File: config.mk
export PLATFORM = sky130hd
export DESIGN_NAME = pc_fetch
export DESIGN_NICKNAME = d
export VERILOG_FILES = /design/src/rtl/pc_fetch_pkg.sv /design/src/rtl/pc_fetch.sv
export SDC_FILE = /design/constraint.sdc
export NUM_CORES = 1
export LEC_CHECK = 0
export CORE_AREA = 4 4 119 121
export DETAILED_ROUTE_END_ITERATION = 7
export DIE_AREA = 0 0 123 125
export PLACE_DENSITY = 0.82
export SYNTH_ARGS = -nofsm -noshare
export SYNTH_HDL_FRONTEND = slang
export SYNTH_SLANG_ARGS = --single-unit
File: constraint.sdc
create_clock -name clk -period 1.91 [get_ports clk]
set_input_delay 0.191 -clock clk [delete_from_list [all_inputs] [get_ports clk]]
set_output_delay 0.191 -clock clk [all_outputs]
set_load 0.01 [all_outputs]
File: src/rtl/pc_fetch_pkg.sv
// Shared types and constants for the instruction-fetch stage.
// Fetch FSM states, default NOP encoding and small address helpers.
package pc_fetch_pkg;

    localparam int unsigned XLEN = 32;
    localparam logic [XLEN-1:0] NOP_INST_DEFAULT = 32'h0000_0013; // addi x0,x0,0
    localparam logic [XLEN-1:0] INST_BYTES       = 32'd4;

    typedef enum logic [2:0] {
        S_IDLE = 3'd0,
        S_REQ  = 3'd1,
        S_WAIT = 3'd2,
        S_HOLD = 3'd3,
        S_DROP = 3'd4
    } fetch_state_e;

    function automatic logic [XLEN-1:0] align_word(input logic [XLEN-1:0] addr);
        return {addr[XLEN-1:2], 2'b00};
    endfunction

endpackage

File: src/rtl/pc_fetch.sv
// Instruction-fetch stage: owns the PC, fetches over req/gnt/rvalid with a single
// outstanding request, and presents {pc, inst, valid} to the IF/ID register.
module pc_fetch
    import pc_fetch_pkg::*;
#(
    parameter logic [31:0] RESET_PC = 32'h0000_0000,
    parameter logic [31:0] NOP_INST = NOP_INST_DEFAULT
) (
    input  logic        clk,
    input  logic        rst,
    input  logic        stall_i,
    input  logic        branch_i,
    input  logic [31:0] branch_target_i,
    output logic        imem_req_o,
    output logic [31:0] imem_addr_o,
    input  logic        imem_gnt_i,
    input  logic        imem_rvalid_i,
    input  logic [31:0] imem_rdata_i,
    output logic [31:0] if_pc_o,
    output logic [31:0] if_inst_o,
    output logic        if_valid_o
);

    fetch_state_e state_q, state_d;
    logic [31:0]  pc_q, pc_d;
    logic [31:0]  fly_pc_q, fly_pc_d;
    logic [31:0]  slot_pc_q, slot_pc_d;
    logic [31:0]  slot_inst_q, slot_inst_d;
    logic         slot_vld_q, slot_vld_d;

    logic consume;
    logic slot_free;
    logic fire;

    assign consume   = slot_vld_q & ~stall_i;
    assign slot_free = ~slot_vld_q | consume;

    // A request only goes out when the slot can take its data, so the slot is
    // always empty by the time rvalid returns and nothing ever gets overwritten.
    assign imem_req_o  = (state_q == S_REQ) & slot_free;
    assign imem_addr_o = pc_q;
    assign fire        = imem_req_o & imem_gnt_i;

    assign if_pc_o    = slot_pc_q;
    assign if_inst_o  = slot_vld_q ? slot_inst_q : NOP_INST;
    assign if_valid_o = slot_vld_q;

    always_comb begin
        state_d     = state_q;
        pc_d        = pc_q;
        fly_pc_d    = fly_pc_q;
        slot_pc_d   = slot_pc_q;
        slot_inst_d = slot_inst_q;
        slot_vld_d  = slot_vld_q;

        if (consume) slot_vld_d = 1'b0;

        unique case (state_q)
            S_IDLE: state_d = S_REQ;
            S_REQ: begin
                if (fire) begin
                    fly_pc_d = pc_q;
                    pc_d     = pc_q + INST_BYTES;
                    state_d  = S_WAIT;
                end else if (!slot_free) begin
                    state_d = S_HOLD;
                end
            end
            S_WAIT: begin
                if (imem_rvalid_i) begin
                    slot_vld_d  = 1'b1;
                    slot_pc_d   = fly_pc_q;
                    slot_inst_d = imem_rdata_i;
                    state_d     = S_REQ;
                end
            end
            S_HOLD: if (consume) state_d = S_REQ;
            S_DROP: if (imem_rvalid_i) state_d = S_REQ;
            default: state_d = S_IDLE;
        endcase

        // Redirect wins over stall and every normal transition; a granted or
        // in-flight fetch that is still pending becomes stale (DROP).
        if (branch_i) begin
            pc_d       = align_word(branch_target_i);
            slot_vld_d = 1'b0;
            case (state_q)
                S_REQ:          state_d = fire ? S_DROP : S_REQ;
                S_WAIT, S_DROP: state_d = imem_rvalid_i ? S_REQ : S_DROP;
                default:        state_d = S_REQ;
            endcase
        end
    end

    always_ff @(posedge clk) begin
        if (rst) begin
            state_q     <= S_IDLE;
            pc_q        <= RESET_PC;
            fly_pc_q    <= RESET_PC;
            slot_pc_q   <= 32'h0;
            slot_inst_q <= NOP_INST;
            slot_vld_q  <= 1'b0;
        end else begin
            state_q     <= state_d;
            pc_q        <= pc_d;
            fly_pc_q    <= fly_pc_d;
            slot_pc_q   <= slot_pc_d;
            slot_inst_q <= slot_inst_d;
            slot_vld_q  <= slot_vld_d;
        end
    end

endmodule
# Word level (Yosys, flattened, before mapping)

Index checks and enable logic that the tools add are counted.

Bits in registers: 132
Bits in latches: 0
Word-level logic and storage cells: 46
Memory bits (read-only): 0
RAM bits: 0
Bits of input ports: 70
Output and inout bits: 98
Memories: 0

Shifts and indexed selects: 0
$mul: 0
Mux-type cells: 16
Eq/ne operators: 7
Order comparisons: 0
Bitwise logic cells: 6
Reduce and logical (&&, ||, !) cells: 9
Div/mod/pow operators: 0
Add/subtract/negate cells: 1

Operators by type and width:

| cell                    | number |
|---|---|
| $mux W32                | 4 |
| $add A32 B3 Y32 const B | 1 |
| $mux W3                 | 7 |
| $pmux W3 S4             | 1 |
| $eq A3 B2 Y1 const B    | 2 |
| $pmux W3 S2             | 1 |
| $reduce_and A2 Y1       | 3 |
| $ne A4 B4 Y1 const B    | 1 |
| $reduce_bool A2 Y1      | 2 |
| $reduce_or A2 Y1        | 2 |
| $and A1 B1 Y1           | 3 |
| $eq A3 B1 Y1 const B    | 1 |
| $eq A3 B3 Y1 const B    | 1 |
| $logic_not A3 Y1        | 1 |
| $mux W1                 | 3 |
| $ne A3 B1 Y1 const B    | 1 |
| $ne A3 B3 Y1 const B    | 1 |
| $reduce_and A3 Y1       | 1 |
| $not A1 Y1              | 2 |
| $or A1 B1 Y1            | 1 |

# Longest topological paths before layout

Depth after elaboration: 8
Mapped depth: 7
Gate-level depth less buffers: 6

# Least setup slack after synthesis

OpenSTA, ideal clock, no wires.

Path type: flip-flop to flip-flop
Start: reg pc_q[14], in the netlist imem_addr_o[14]
End: reg pc_q[29], in the netlist imem_addr_o[29]
Arrival time: 1782 ps
Period minus slack after synthesis: 1912 ps
Cell stages (with the launch flop): 7
Data required time: 1781 ps
Library setup time: 129 ps
Path slack: -2 ps
Buffers on the path: 1
Cell sequence: dfxtp_1 > nand4_1 > or4_4 > buf_6 > nor4_1 > xnor2_1 > a21oi_1

Cells in the longest elaborated chain, start to end: 4

RTL lines:

| item                   | line            | text |
|---|---|---|
| from (decl)            | pc_fetch.sv:25  | `logic [31:0] pc_q, pc_d;` |
| from (signal assigned) | pc_fetch.sv:105 | `pc_q <= pc_d;` |
| $add A32 B3 Y32        | pc_fetch.sv:63  | `pc_d = pc_q + INST_BYTES;` |
| $mux W32               | pc_fetch.sv:61  | `if (fire) begin` |
| $mux W32               | pc_fetch.sv:58  | `unique case (state_q)` |
| $mux W32               | pc_fetch.sv:84  | `if (branch_i) begin` |

No other way between the ends. The select of a mux whose other input is x is not followed.
A chain may end at the register's enable or synchronous reset.

# Final worst setup path

Start: reg pc_q[16], in the netlist imem_addr_o[16]
End: reg pc_q[29], in the netlist imem_addr_o[29]

The elaborated chain is that of the path after synthesis.

==> flow_metrics.py <==
metrics = {
    "run_status": {
        "status": "finished clean",
    },
    "logic_synthesis": {
        "seq_area_frac_synth_pct": 46.8,
        "async_flop_share_pct": 0,
        "synth_edf_count": 0,
        "synth_top_area_share_pct": 46.8,
        "synthTopCellsByArea": "dfxtp_1 47%, nand2_1 14%, a21oi_1 9.0%, xnor2_1 4.2%, and2_1 3.6%",
        "synth_top_cell_by_area": "dfxtp_1",
        "synth-main-ff-cell": "dfxtp_1",
        "synth_cell_types": 49,
        "syn_avg_cell_area_um2": 7.94,
        "synth_area_mm2": 0.00539,
        "netlist_instances": 679,
        "yosysWarnings": 0,
        "ys_ff_latch": 126,
    },
    "placed_design": {
        "placed_area_mm2": 0.00746,
        "place_congestion": 0.823,
        "hpwl_um": 10600,
        "io_buffers": 161,
    },
    "pwr": {
        "p_switching_mw": 1.50,
        "p_comb_share_pct": 10.9,
        "p_clk_share_pct": 48.0,
        "intPower_mw": 5.24,
        "p_leak_nw": 2.83,
        "seqPwrFrac_pct": 41.1,
        "p_per_area_mw_per_mm2": 832,
        "power.total_mw": 6.74,
        "swShare_pct": 22.2,
        "peakVddDrop_uv": 490,
    },
    "setup_path": {
        "r2r_start": "imem_addr_o[16]",
        "worst-path-max-fanout": 8,
        "r2r_end": "imem_addr_o[29]",
        "crit_path_end_kind": "register",
        "crit_path_cell_trace": "nand4_1, or4_4, nor4_1, xnor2_1, a21oi_1",
        "crit_path_start_kind": "register",
        "cp_slowest_cell": "or4_4",
        "critPathTopFamily": "simple AND/OR/NAND/NOR gates",
        "critPathBufInv": 0,
        "cpPeakStageDelay_ns": 0.64,
        "arrival_ns": 2.17,
        "rrSetupSlack_ns": 0.03,
        "rr_worst_depth": 5,
        "critPathKind": "reg2reg",
        "required_ns": 2.20,
    },
    "floorplan": {
        "start_util_pct": 41.2,
        "die_area_mm2": 0.0154,
        "rows": 42,
        "fp.dieW_um": 123,
        "die_h_um": 125,
        "ioPinCount": 168,
        "core_mm2": 0.0131,
    },
    "clock_network": {
        "hold_buffers": 0,
        "htreeDepth": 4,
        "numCtsBuffers": 17,
        "clk_latency_ns": 0.41,
        "cts_buffer_depth": 2,
        "cts_sinks": 126,
        "cts_tree": "built",
        "cts.clk_slew.worst_paths_ns": 0.05,
        "clock-root-buffer": "clkbuf_16",
    },
    "finish": {
        "syn2layout_area_growth_pct": 50.3,
        "final_cell_area_mm2": 0.00810,
        "final_nets": 933,
        "diodes": 0,
        "drive_gt1_share_pct": 11.7,
    },
    "min_path": {
        "min_path_type": "in2reg",
        "hold_start": "rst",
        "whs_path_depth": 2,
        "min_to": "fly_pc_q[29]",
    },
    "timing": {
        "finalHoldViolations": 0,
        "finalClockSkew_ns": 0.0106,
        "fmax_mhz": 532,
        "setup_tns_ns": 0,
        "maxSlewViolCount": 0,
        "grt_setup_unrepaired": "true",
        "fin_crit_sh_pct": 98.4,
        "finalSetupViolCount": 0,
        "min_period_ns": 1.88,
    },
    "global_route": {
        "grt_pass1_wl_um": 24100,
        "grt-ovfl-total": 0,
        "grt_antenna_before_repair": 0,
        "grt_usage_pct": 19.6,
        "grt_pass1_vias": 4810,
        "grt_max_degree": 56,
    },
    "detailed_routing": {
        "ant_nets": 0,
        "via_per_inst": 4.94,
        "vias": 5183,
        "drt_iter0_drc": 256,
        "routed_wl_um": 15200,
        "drc": 0,
        "first_pass_iters": 4,
        "wl_per_cell_um": 14.5,
    },
    "run": {
        "cap_viol_max_count": 0,
    },
}
==> worst register-to-register path, cell delays in order (launching register included) <==
cell and delay [ns]:
dfxtp_1 0.33, nand4_1 0.15, or4_4 0.64, nor4_1 0.38, xnor2_1 0.17, a21oi_1 0.08
==> routing by layer <==
metal	track usage, %	vias to the layer above	share of wire [%]
li1	-	2620	-
met1	25.8	2413	45
met2	31.7	139	49
met3	5.24	11	5.2
met4	5.34	0	0.91
met5	0	-	0
==> power groups by stage <==
stage               clock network (mW)  registers, mW  logic, mW
floorplan                            0           2.86      0.282
global placement                     0           2.82      0.723
detailed placement                   0           2.83      0.732
CTS                               3.29           2.77      0.736
global route                      3.42           2.78      0.794
finish                            3.23           2.77      0.735
==> sequential cells by signal, summed over array words and instances, names as in the netlist <==
| signal | cells |
|---|---|
| if_valid_o | 1 |
| if_pc_o | 30 |
| slot_inst_q | 32 |
| state_q | 3 |
| fly_pc_q | 30 |
| imem_addr_o | 30 |
==> Yosys cell counts (2+ instances only) <==
master    number
a211oi_1      20
a211oi_2       2
a21oi_1       97
a311oi_1       2
and2_1        31
and3_1         3
buf_1          3
buf_4          4
buf_6          2
clkbuf_1      40
clkbuf_8       3
dfxtp_1      126
inv_1          5
nand2_1      205
nand2b_1       4
nand3_1        9
nand3b_1       6
nand4_1        7
nor2_1        24
nor2b_1        4
nor3_1        12
nor3b_1        2
nor4_1         7
nor4_2         5
nor4b_1        2
o21ai_0        4
o21bai_1       3
xnor2_1       26
==> timing repair <==
item	4_1_cts	5_1_grt
setup endpoints to repair	32	18
gates resized for setup	5	4
buffers inserted	0	0
gates cloned	0	1
==> logic make-up after synthesis <==
logic type / after synthesis / share of synthesized area (%)
buffers and inverters: 60 / 5.41
xor gates and xnor gates: 27 / 4.39
AOI/OAI and AO/OA: 131 / 13.8
other: 1 / 0.0696
and+or+nand+nor: 332 / 29.1
adders and majority gates: 1 / 0.232
DFF: 126 / 46.8
muxes: 1 / 0.186
==> how the worst max path moves through the flow <==
stage                          from         endpoint  cells past startpoint
detailed placement       imem_gnt_i  imem_addr_o[29]                      7
global placement         imem_gnt_i  imem_addr_o[29]                      7
finish              imem_addr_o[16]  imem_addr_o[29]                      5
CTS                      if_valid_o    if_inst_o[21]                      3
global route        imem_addr_o[16]  imem_addr_o[29]                      5
floorplan            imem_addr_o[5]  imem_addr_o[22]                      7
==> metrics by stage <==
step                      hold slack, ns  setup slack, ns  utilization [%]  instances
after floorplan                    0.315           0.0220                -        682
after global placement             0.437          -0.0988             57.0       1018
after detailed placement           0.442           -0.162             57.0       1018
after CTS                          0.191           0.0231             61.6       1048
after global routing               0.198          -0.0629             61.9       1049
final                              0.205           0.0299             61.9       1049
==> cell usage in the layout (no fill, tap or decap), types with 2 or more instances in the layout <==
master | synthesis | final
a211oi_1 | 20 | 20
nand2_1 | 205 | 205
nor3_1 | 12 | 12
dfxtp_2 | 0 | 2
conb_1 | 1 | 4
buf_12 | 0 | 8
nor4b_1 | 2 | 2
nand2b_1 | 4 | 4
clkdlybuf4s50_1 | 0 | 158
a211oi_2 | 2 | 2
nand3_1 | 9 | 8
nor2_1 | 24 | 24
buf_4 | 4 | 46
nor4_2 | 5 | 6
xnor2_1 | 26 | 26
clkbuf_16 | 0 | 18
dfxtp_1 | 126 | 123
clkbuf_8 | 3 | 3
clkbuf_1 | 40 | 5
and2_1 | 31 | 31
and3_1 | 3 | 3
nor2b_1 | 4 | 4
nand4_1 | 7 | 7
o21bai_1 | 3 | 3
o21ai_0 | 4 | 4
nand3b_1 | 6 | 6
bufinv_16 | 0 | 3
nor4_1 | 7 | 6
a311oi_1 | 2 | 2
a21oi_1 | 97 | 97
inv_1 | 5 | 5
==> final cells by class <==
class	instances	area, um2
fillers	1083	4980
multi-input cells	496	2610
flip-flops and latches	126	2530
repair buffers	215	2130
clock buffers	25	485
well taps	176	220
clock inverters	5	106
inverters	6	22.5
No activity file was read; power rests on OpenSTA's default activity.
